## src/rtl/instr_fetch_unit_pkg.sv

```systemverilog
// Shared types and widths for the instruction fetch stage.
package instr_fetch_unit_pkg;

  localparam int unsigned XLEN  = 32;
  localparam int unsigned TAG_W = XLEN - 2;

  typedef struct packed {
    logic [XLEN-1:0] pc;
    logic [XLEN-1:0] instr;
  } fetch_entry_t;

  localparam int unsigned ENTRY_W = $bits(fetch_entry_t);

endpackage

```

## src/rtl/instr_fetch_unit_fetch_fifo.sv

```systemverilog
// Small synchronous FIFO with synchronous clear; head word is presented
// combinationally from storage so a new entry is visible the cycle after its push.
module fetch_fifo #(
  parameter int unsigned DEPTH = 2,
  parameter int unsigned WIDTH = 32,
  parameter int unsigned CNT_W = 2
) (
  input  logic             clk,
  input  logic             rst_n,
  input  logic             clear,
  input  logic             push,
  input  logic [WIDTH-1:0] wdata,
  input  logic             pop,
  output logic [WIDTH-1:0] rdata,
  output logic             valid,
  output logic [CNT_W-1:0] count
);

  localparam int unsigned PTR_W = (DEPTH > 1) ? $clog2(DEPTH) : 1;
  localparam logic [PTR_W-1:0] LAST_PTR = PTR_W'(DEPTH - 1);
  localparam logic [CNT_W-1:0] FULL_CNT = CNT_W'(DEPTH);

  logic [WIDTH-1:0] mem [DEPTH];
  logic [PTR_W-1:0] wr_ptr;
  logic [PTR_W-1:0] rd_ptr;
  logic             do_push;
  logic             do_pop;

  function automatic logic [PTR_W-1:0] ptr_inc(input logic [PTR_W-1:0] p);
    return (p == LAST_PTR) ? '0 : p + PTR_W'(1);
  endfunction

  // A push into a full FIFO is allowed only when the head leaves in the same cycle.
  assign do_pop  = pop && (count != '0);
  assign do_push = push && ((count != FULL_CNT) || do_pop);
  assign valid   = (count != '0);
  assign rdata   = mem[rd_ptr];

  always_ff @(posedge clk or negedge rst_n) begin
    if (!rst_n) begin
      for (int unsigned i = 0; i < DEPTH; i++) begin
        mem[i] <= '0;
      end
      wr_ptr <= '0;
      rd_ptr <= '0;
      count  <= '0;
    end else if (clear) begin
      wr_ptr <= '0;
      rd_ptr <= '0;
      count  <= '0;
    end else begin
      if (do_push) begin
        mem[wr_ptr] <= wdata;
        wr_ptr      <= ptr_inc(wr_ptr);
      end
      if (do_pop) begin
        rd_ptr <= ptr_inc(rd_ptr);
      end
      count <= count + CNT_W'(do_push) - CNT_W'(do_pop);
    end
  end

endmodule

```

## src/rtl/instr_fetch_unit.sv

```systemverilog
// Fetch stage: issues in-order word reads for pc_in under a credit limit,
// tags responses with their PC and buffers them for decode; flush drops in-flight data.
module instr_fetch_unit
  import instr_fetch_unit_pkg::*;
#(
  parameter int unsigned DEPTH = 2,
  parameter int unsigned CNT_W = 2
) (
  input  logic            clk,
  input  logic            rst_n,
  input  logic [XLEN-1:0] pc_in,
  output logic            pc_advance,
  input  logic            flush,
  output logic            imem_req_valid,
  input  logic            imem_req_ready,
  output logic [XLEN-1:0] imem_addr,
  input  logic            imem_rsp_valid,
  input  logic [XLEN-1:0] imem_rsp_data,
  output logic            inst_valid,
  input  logic            inst_ready,
  output logic [XLEN-1:0] inst_data,
  output logic [XLEN-1:0] inst_pc
);

  localparam int unsigned SUM_W = CNT_W + 1;

  logic [CNT_W-1:0]   outstanding;
  logic [CNT_W-1:0]   drop_cnt;
  logic [CNT_W-1:0]   tag_count;
  logic [CNT_W-1:0]   buf_count;
  logic               tag_valid;
  logic [TAG_W-1:0]   tag_head;
  logic [ENTRY_W-1:0] buf_rdata;
  fetch_entry_t       head;
  fetch_entry_t       rsp_entry;
  logic [SUM_W-1:0]   credit_used;
  logic               accept;
  logic               pop;
  logic               rsp_fire;
  logic               rsp_keep;
  logic               unused_pc_lsb;

  // A slot freed by decode this cycle can be re-issued immediately (zero-bubble).
  assign pop            = inst_valid && inst_ready;
  assign credit_used    = SUM_W'(outstanding) + SUM_W'(buf_count) - SUM_W'(pop);
  assign imem_req_valid = rst_n && !flush && (credit_used < SUM_W'(DEPTH));
  assign accept         = imem_req_valid && imem_req_ready;
  assign pc_advance     = accept;
  assign imem_addr      = {pc_in[XLEN-1:2], 2'b00};
  assign unused_pc_lsb  = ^pc_in[1:0];

  // Responses with nothing outstanding are ignored; stale ones are burned off drop_cnt.
  assign rsp_fire  = imem_rsp_valid && (outstanding != '0);
  assign rsp_keep  = rsp_fire && (drop_cnt == '0) && !flush;
  assign rsp_entry = '{pc: {tag_head, 2'b00}, instr: imem_rsp_data};

  fetch_fifo #(
    .DEPTH (DEPTH),
    .WIDTH (TAG_W),
    .CNT_W (CNT_W)
  ) u_tag_q (
    .clk   (clk),
    .rst_n (rst_n),
    .clear (flush),
    .push  (accept),
    .wdata (pc_in[XLEN-1:2]),
    .pop   (rsp_keep),
    .rdata (tag_head),
    .valid (tag_valid),
    .count (tag_count)
  );

  fetch_fifo #(
    .DEPTH (DEPTH),
    .WIDTH (ENTRY_W),
    .CNT_W (CNT_W)
  ) u_inst_buf (
    .clk   (clk),
    .rst_n (rst_n),
    .clear (flush),
    .push  (rsp_keep),
    .wdata (rsp_entry),
    .pop   (pop),
    .rdata (buf_rdata),
    .valid (inst_valid),
    .count (buf_count)
  );

  assign head      = fetch_entry_t'(buf_rdata);
  assign inst_data = head.instr;
  assign inst_pc   = head.pc;

  always_ff @(posedge clk or negedge rst_n) begin
    if (!rst_n) begin
      outstanding <= '0;
      drop_cnt    <= '0;
    end else begin
      outstanding <= outstanding + CNT_W'(accept) - CNT_W'(rsp_fire);
      if (flush) begin
        drop_cnt <= outstanding - CNT_W'(rsp_fire);
      end else if (rsp_fire && (drop_cnt != '0)) begin
        drop_cnt <= drop_cnt - CNT_W'(1);
      end
    end
  end

  a_rsp_has_credit: assert property (@(posedge clk) disable iff (!rst_n)
    imem_rsp_valid |-> (outstanding != '0));

  a_keep_has_tag: assert property (@(posedge clk) disable iff (!rst_n)
    rsp_keep |-> tag_valid);

  a_tag_tracks_outstanding: assert property (@(posedge clk) disable iff (!rst_n)
    (SUM_W'(tag_count) + SUM_W'(drop_cnt)) == SUM_W'(outstanding));

  a_buf_bounded: assert property (@(posedge clk) disable iff (!rst_n)
    buf_count <= CNT_W'(DEPTH));

endmodule
```

## config.mk

```make
export PLATFORM = sky130hd
export DESIGN_NAME = instr_fetch_unit
export DESIGN_NICKNAME = d
export VERILOG_FILES = /design/src/rtl/instr_fetch_unit_pkg.sv /design/src/rtl/instr_fetch_unit_fetch_fifo.sv /design/src/rtl/instr_fetch_unit.sv
export SDC_FILE = /design/constraint.sdc
export NUM_CORES = 1
export LEC_CHECK = 0
export ABC_AREA = 1
export CAP_MARGIN = 10
export CORE_MARGIN = 5
export CORE_UTILIZATION = 40
export DETAILED_ROUTE_END_ITERATION = 10
export HOLD_SLACK_MARGIN = 0.08
export PLACE_DENSITY_LB_ADDON = 0.3
export RECOVER_POWER = 25
export SETUP_SLACK_MARGIN = 0.05
export SLEW_MARGIN = 20
export SYNTH_ARGS = -nofsm -noshare
export SYNTH_HDL_FRONTEND = slang
export SYNTH_HIERARCHICAL = 1
export SYNTH_SLANG_ARGS = --single-unit
```

## constraint.sdc

```tcl
create_clock -name clk -period 4.1 [get_ports clk]
set_input_delay 0.615 -clock clk [delete_from_list [all_inputs] [get_ports clk]]
set_output_delay 0.615 -clock clk [all_outputs]
set_load 0.01 [all_outputs]
```

### Word level (Yosys, flattened, before mapping)

Cells that the tools add are included.

| word-level totals | value |
|---|---|
| bits in writable memories | 0 |
| input bits | 70 |
| flip-flop bits (word level) | 200 |
| ROM bits | 0 |
| output and inout bits | 99 |
| latch bits | 0 |
| memories kept | 0 |
| word-level logic and storage cells | 97 |

| operators by class | value |
|---|---|
| order comparisons | 7 |
| add/sub/neg operators | 14 |
| reductions and logical operators | 29 |
| multipliers | 0 |
| shift operators | 0 |
| divide/modulo/power cells | 0 |
| bitwise gates (word level) | 5 |
| muxes and demuxes | 28 |
| equality and inequality tests | 2 |

Operators with widths:

| cell | number |
|---|---|
| two-way mux 64 bit | 4 |
| bitwise mux 128 bit | 1 |
| two-way mux 30 bit | 4 |
| demux 64 bit (select 1 bit) | 1 |
| bitwise mux 60 bit | 1 |
| demux 30 bit (select 1 bit) | 1 |
| nonzero test 2 bit | 9 |
| logical AND 1 bit | 14 |
| two-way mux 1 bit | 12 |
| greater-or-equal comparator 2 bit (second input constant) | 4 |
| two-way mux 2 bit | 4 |
| NOT 1 -> 2 bit | 4 |
| subtractor 2 x 1 -> 2 bit | 4 |
| adder 2 x 1 -> 2 bit | 3 |
| adder 1 bit (second input constant) | 4 |
| < comparator 2 x 1 -> 1 bit (second input constant) | 2 |
| != test 2 bit (second input constant) | 2 |
| AND reduction 2 bit | 2 |
| adder 2 x 2 -> 3 bit | 1 |
| < comparator 3 x 2 -> 1 bit (second input constant) | 1 |
| subtractor 3 x 1 -> 3 bit | 1 |
| logical NOT 2 bit | 1 |
| logical OR 1 bit | 2 |
| subtractor 2 x 1 -> 2 bit (second input constant) | 1 |
| other kinds (2) | 2 |

### Longest topological paths before layout

| logic depth | value |
|---|---|
| word-level depth | 10 |
| gate-level depth with buffers | 17 |
| depth with buffers taken out | 16 |

### Modules after synthesis

The synthesis kept the hierarchy.

By module, submodules not included:

| module | times used | seq. area each (µm²) | area an instance (µm²) | cells each |
|---|---|---|---|---|
| fetch_fifo at u_inst_buf | 1 | 3303.2 | 6361.1 | 810 |
| fetch_fifo at u_tag_q | 1 | 1601.5 | 3076.7 | 397 |
| instr_fetch_unit | 1 | 100.1 | 616.8 | 81 |

### Worst setup path before layout

Ideal clock, no wire load.

| timing | value |
|---|---|
| path type | in2reg |
| from | input inst_ready |
| to | register u_tag_q.count[1] |
| data arrival time | 3.050 ns |
| setup time | 0.119 ns |
| setup slack | 0.931 ns |
| data required time | 3.981 ns |
| buffers on the path | 1 |
| stages | 14 |
| cell sequence | nand2_1 > inv_1 > ha_1 > or2_2 > fa_1 > nand3_2 > nor3b_2 > buf_4 > nand2_1 > ha_1 > inv_1 > ha_1 > a21oi_1 > nor2_1 |

| between the ends | value |
|---|---|
| word-level cells in the longest chain between the ends | 9 |

RTL lines:

| element | line | source |
|---|---|---|
| start, declared | instr_fetch_unit.sv:20 | `input logic inst_ready,` |
| logical AND 1 bit | instr_fetch_unit.sv:44 | `assign pop = inst_valid && inst_ready;` |
| net pop | instr_fetch_unit.sv:38 | `logic pop;` |
| subtractor 3 x 1 -> 3 bit | instr_fetch_unit.sv:45 | `assign credit_used = SUM_W'(outstanding) + SUM_W'(buf_count) - SUM_W'(pop);` |
| < comparator 3 x 2 -> 1 bit | instr_fetch_unit.sv:46 | `assign imem_req_valid = rst_n && !flush && (credit_used < SUM_W'(DEPTH));` |
| logical AND 1 bit | instr_fetch_unit.sv:46 |  |
| logical AND 1 bit | instr_fetch_unit.sv:47 | `assign accept = imem_req_valid && imem_req_ready;` |
| net pc_advance | instr_fetch_unit.sv:12 | `output logic pc_advance,` |
| logical AND 1 bit | instr_fetch_unit_fetch_fifo.sv:35 | `assign do_push = push && ((count != FULL_CNT) \|\| do_pop);` |
| adder 2 x 1 -> 2 bit | instr_fetch_unit_fetch_fifo.sv:59 | `count <= count + CNT_W'(do_push) - CNT_W'(do_pop);` |
| subtractor 2 x 1 -> 2 bit | instr_fetch_unit_fetch_fifo.sv:59 |  |
| two-way mux 2 bit | instr_fetch_unit_fetch_fifo.sv:47 | `end else if (clear) begin` |
| end signal, assigned | instr_fetch_unit_fetch_fifo.sv:59 |  |
| end, declared | instr_fetch_unit_fetch_fifo.sv:16 | `output logic [CNT_W-1:0] count` |

The timed path passes the listed nets, and every way through them passes these cells.
A chain may end at the register's enable or synchronous reset.

### Worst setup path in the final report

| timing | value |
|---|---|
| from | register u_inst_buf.count[1] |
| to | output pc_advance |

| between the ends | value |
|---|---|
| word-level cells in the longest chain between the ends | 6 |
| elaborated cells between the ends (all ways) | 7 |
| classes of those cells | 2 x add/sub; 1 x order compare; 4 x reduce/logical |

RTL lines:

| element | line | source |
|---|---|---|
| start, declared | instr_fetch_unit_fetch_fifo.sv:16 |  |
| start signal, assigned | instr_fetch_unit_fetch_fifo.sv:59 |  |
| nonzero test 2 bit | instr_fetch_unit_fetch_fifo.sv:36 | `assign valid = (count != '0);` |
| logical AND 1 bit | instr_fetch_unit.sv:44 |  |
| net pop | instr_fetch_unit.sv:38 |  |
| subtractor 3 x 1 -> 3 bit | instr_fetch_unit.sv:45 |  |
| < comparator 3 x 2 -> 1 bit | instr_fetch_unit.sv:46 |  |
| logical AND 1 bit | instr_fetch_unit.sv:46 |  |
| logical AND 1 bit | instr_fetch_unit.sv:47 |  |
| end, declared | instr_fetch_unit.sv:12 |  |

The timed path passes the listed nets, and every way through them passes these cells.

==> run metrics <==
status finished, violations left; failing checks capacitance limit, slew limit; # Max-Cap Violations 2; die height 169 um; Post-Route WL 26600 um; final slew viol count 87; initial cell density of the core 40.3%; Sequential Power Share a little over two fifths; antenna violations before repair 0; pin count of the biggest net entering global routing 75; IO Port Bufs approximately 160; YS warnings 6; drt drc 0; post-DP HPWL between 15000 and 20000 um; sw frac 33.5%; wire per inst 15.5 um; final setup TNS 0 ns; Hold-fix buffers, CTS 0; share of layout cells above drive strength 1 roughly 5.7%; synth top area cells dfrtp_1 (50%), nand2_1 (26%), nand4_1 (12%), buf_4 (3.6%), buf_2 (3.1%); number of synthesized flops with an enable pin 0; vias in the first global route 8287; family with the most delay on the worst path simple AND/OR/NAND/NOR gates; Clock Sink Count 200; drt pass-1 iters 5; CP bufs+invs 3; crit path time final 3.88 ns; RSZ-0062 raised after global routing false; H-tree Lvls 4; post-layout util 48.7%; Final Net Count 1452; Mapped Cells 1288; GP Congestion 0.766; Fmax achieved 258 MHz; DP Area about 0.012 mm2; startpoint types register; Num CTS Buffers 17; Final Worst Setup Slack 0.219 ns; total congestion overflow 0; antenna-violating nets left 0; first-pass GRT wire length 43100 um; slew margin rel. -22.8%; pwr/cell area about 540 mW/mm2; CTS tree built; die width ~170 um; clock root buffer clkbuf_16; Least-Margin Pin Slew around 1.8 ns; DR vias/cell 5.09; clock latency at the later pin of the worst-skew pair between 0.4 and 0.5 ns; Worst Path Max Fanout 4; total track usage a little under a fifth; Die ar. 0.0284 mm2; crit path capture type output port; Int Pwr 4.41 mW; Netlist cell types 25; Period Utilization, post-route a little over nine tenths; area of the core 0.0250 mm2; Yosys reg bits 200; Slowest Stage Delay on Critical Path between 0.5 and 0.6 ns; critical-path cell list inv_1 -> nand2_1 -> nand2_1 -> inv_1 -> ha_1 -> or2_2 -> fa_1 -> nand3_2 -> nor3b_4 -> clkdlybuf4s50_1; num rows 58; Leakage 6.43 nW; post-synth top area share 49.8%; Final Setup Violations 0; prevailing post-synth register cell dfrtp_1; Design Area, Final 0.0122 mm2; ANT cells 0; vias 8730; Worst Path Arrival 3.27 ns; final hold vios 0; worst vdd ir 234 uV; slowest cell on the critical path clkdlybuf4s50_1; worst setup path class register to output port; Worst Clk Skew 0.00885 ns; Clock power frac 24.7%; clk slew on worst S/H paths 0.07 ns; CTS max path bufs 2; Place WS about 0.14 ns; Avg Cell Area, Syn ~8 um2; boundary pin count 169; Layout area overhead 21.0%; Crit path required time 3.48 ns; worst hold-check path type register to register; Seq/Total Area, Yosys between 40% and 50%; worst hold slack 0.470 ns; # Post-CTS Setup Buffers 0; mapped cell area just over 0.01 mm2; post-synth top area cell dfrtp_1; CTS resizes 0; Iter 0 DRT Violations a little over 700; combinational power share 33.3%; ys async rst share 100%; Net Sw Power approximately 2.2 mW
[registers in the layout, indices dropped and copies added (netlist names)]
name,cells
u_tag_q/mem,60
drop_cnt,2
u_inst_buf/count,2
u_tag_q/rd_ptr,1
u_inst_buf/wr_ptr,1
u_inst_buf/rd_ptr,1
outstanding,2
u_tag_q/count,2
u_inst_buf/mem,128
u_tag_q/wr_ptr,1
[synthesized netlist by cell type, types with 6 or more instances]
master,number
nand2_1,687
dfrtp_1,200
nor2_1,6
clkbuf_1,15
ha_1,9
buf_2,63
nand3_1,11
buf_4,48
nand4_1,188
buf_6,6
inv_1,29
nand3_2,6
[worst register-to-register path, cell delays in order, from the launching register on]
cell,delay [ns]
dfrtp_1,0.45
inv_1,0.10
nand2_1,0.08
nand2_1,0.07
inv_1,0.06
ha_1,0.27
or2_2,0.31
fa_1,0.51
nand3_2,0.11
nor3b_4,0.30
buf_12,0.30
nand2_1,0.13
ha_1,0.28
inv_1,0.04
ha_1,0.18
a21oi_1,0.15
nor2_1,0.08
[power by group through the flow]
| stage | registers, mW | logic, mW | clock network, mW |
|---|---|---|---|
| 2_1_floorplan | 2.76 | 1.26 | 0 |
| 3_3_place_gp | 2.80 | 2.19 | 0 |
| 3_5_place_dp | 2.81 | 2.23 | 0 |
| 4_1_cts | 2.78 | 2.24 | 1.69 |
| 5_1_grt | 2.85 | 2.48 | 1.77 |
| 6_report | 2.78 | 2.21 | 1.64 |
[metrics by stage]
step | cells | total power [mW]
finish | 1714 | 6.63
global route | 1714 | 7.10
CTS | 1714 | 6.70
detailed placement | 1683 | 5.05
global placement | 1683 | 4.99
floorplan | 1293 | 4.02
[cells by family after synthesis]
family	share of synthesized area (%)
DFF	49.8
buffers and inverters	9.22
adders and majority gates	1.32
other	0.0373
AOI/OAI and AO/OA	0.149
and+or+nand+nor	39.3
xor gates and xnor gates	0.174
[per-layer routing]
layer / part of all wire (%) / vias to the layer above / GRT usage, %
met2: 45 / 271 / 29.7
met3: 5.2 / 11 / 2.90
met5: 0 / - / 0
met4: 0.55 / 0 / 3.49
li1: - / 4325 / -
met1: 49 / 4123 / 26.8
[final timing paths]
| path | depth (start not counted) | startpoint | slack, ns | end |
|---|---|---|---|---|
| hold / removal | 2 | u_inst_buf/mem[35] | 0.47 | u_inst_buf/mem[35] |
| min in group asynchronous | 2 | rst_n | 0.91 | u_inst_buf/count[1] |
| max in group asynchronous | 3 | rst_n | 0.85 | u_inst_buf/mem[123] |
| setup reg to reg | 16 | u_inst_buf/count[1] | 0.57 | u_tag_q/count[1] |
| setup / recovery | 10 | u_inst_buf/count[1] | 0.22 | pc_advance |
| hold reg to reg | 2 | u_inst_buf/mem[35] | 0.47 | u_inst_buf/mem[35] |
[cell usage in the layout (no fill, tap or decap), types with 3 or more instances in the layout]
cell type        instances
buf_4                   24
clkbuf_1                 3
clkbuf_16               17
clkbuf_8                 4
clkdlybuf4s50_1        162
clkinv_4                 4
conb_1                   6
dfrtp_1                199
ha_1                     9
inv_1                   28
inv_2                    4
nand2_1                687
nand3_1                 10
nand3_2                  6
nand4_1                188
nor2_1                   5
[area by class of cell]
class | count | area [um2]
Tap cell | 330 | 413
Clock buffer | 22 | 484
Sequential cell | 200 | 5010
Clock inverter | 9 | 91.3
Timing Repair Buffer | 193 | 1870
Multi-Input combinational cell | 928 | 4180
Fill cell | 2500 | 12800
Inverter | 32 | 120
Note: power is estimated with default switching activity, not from simulation.
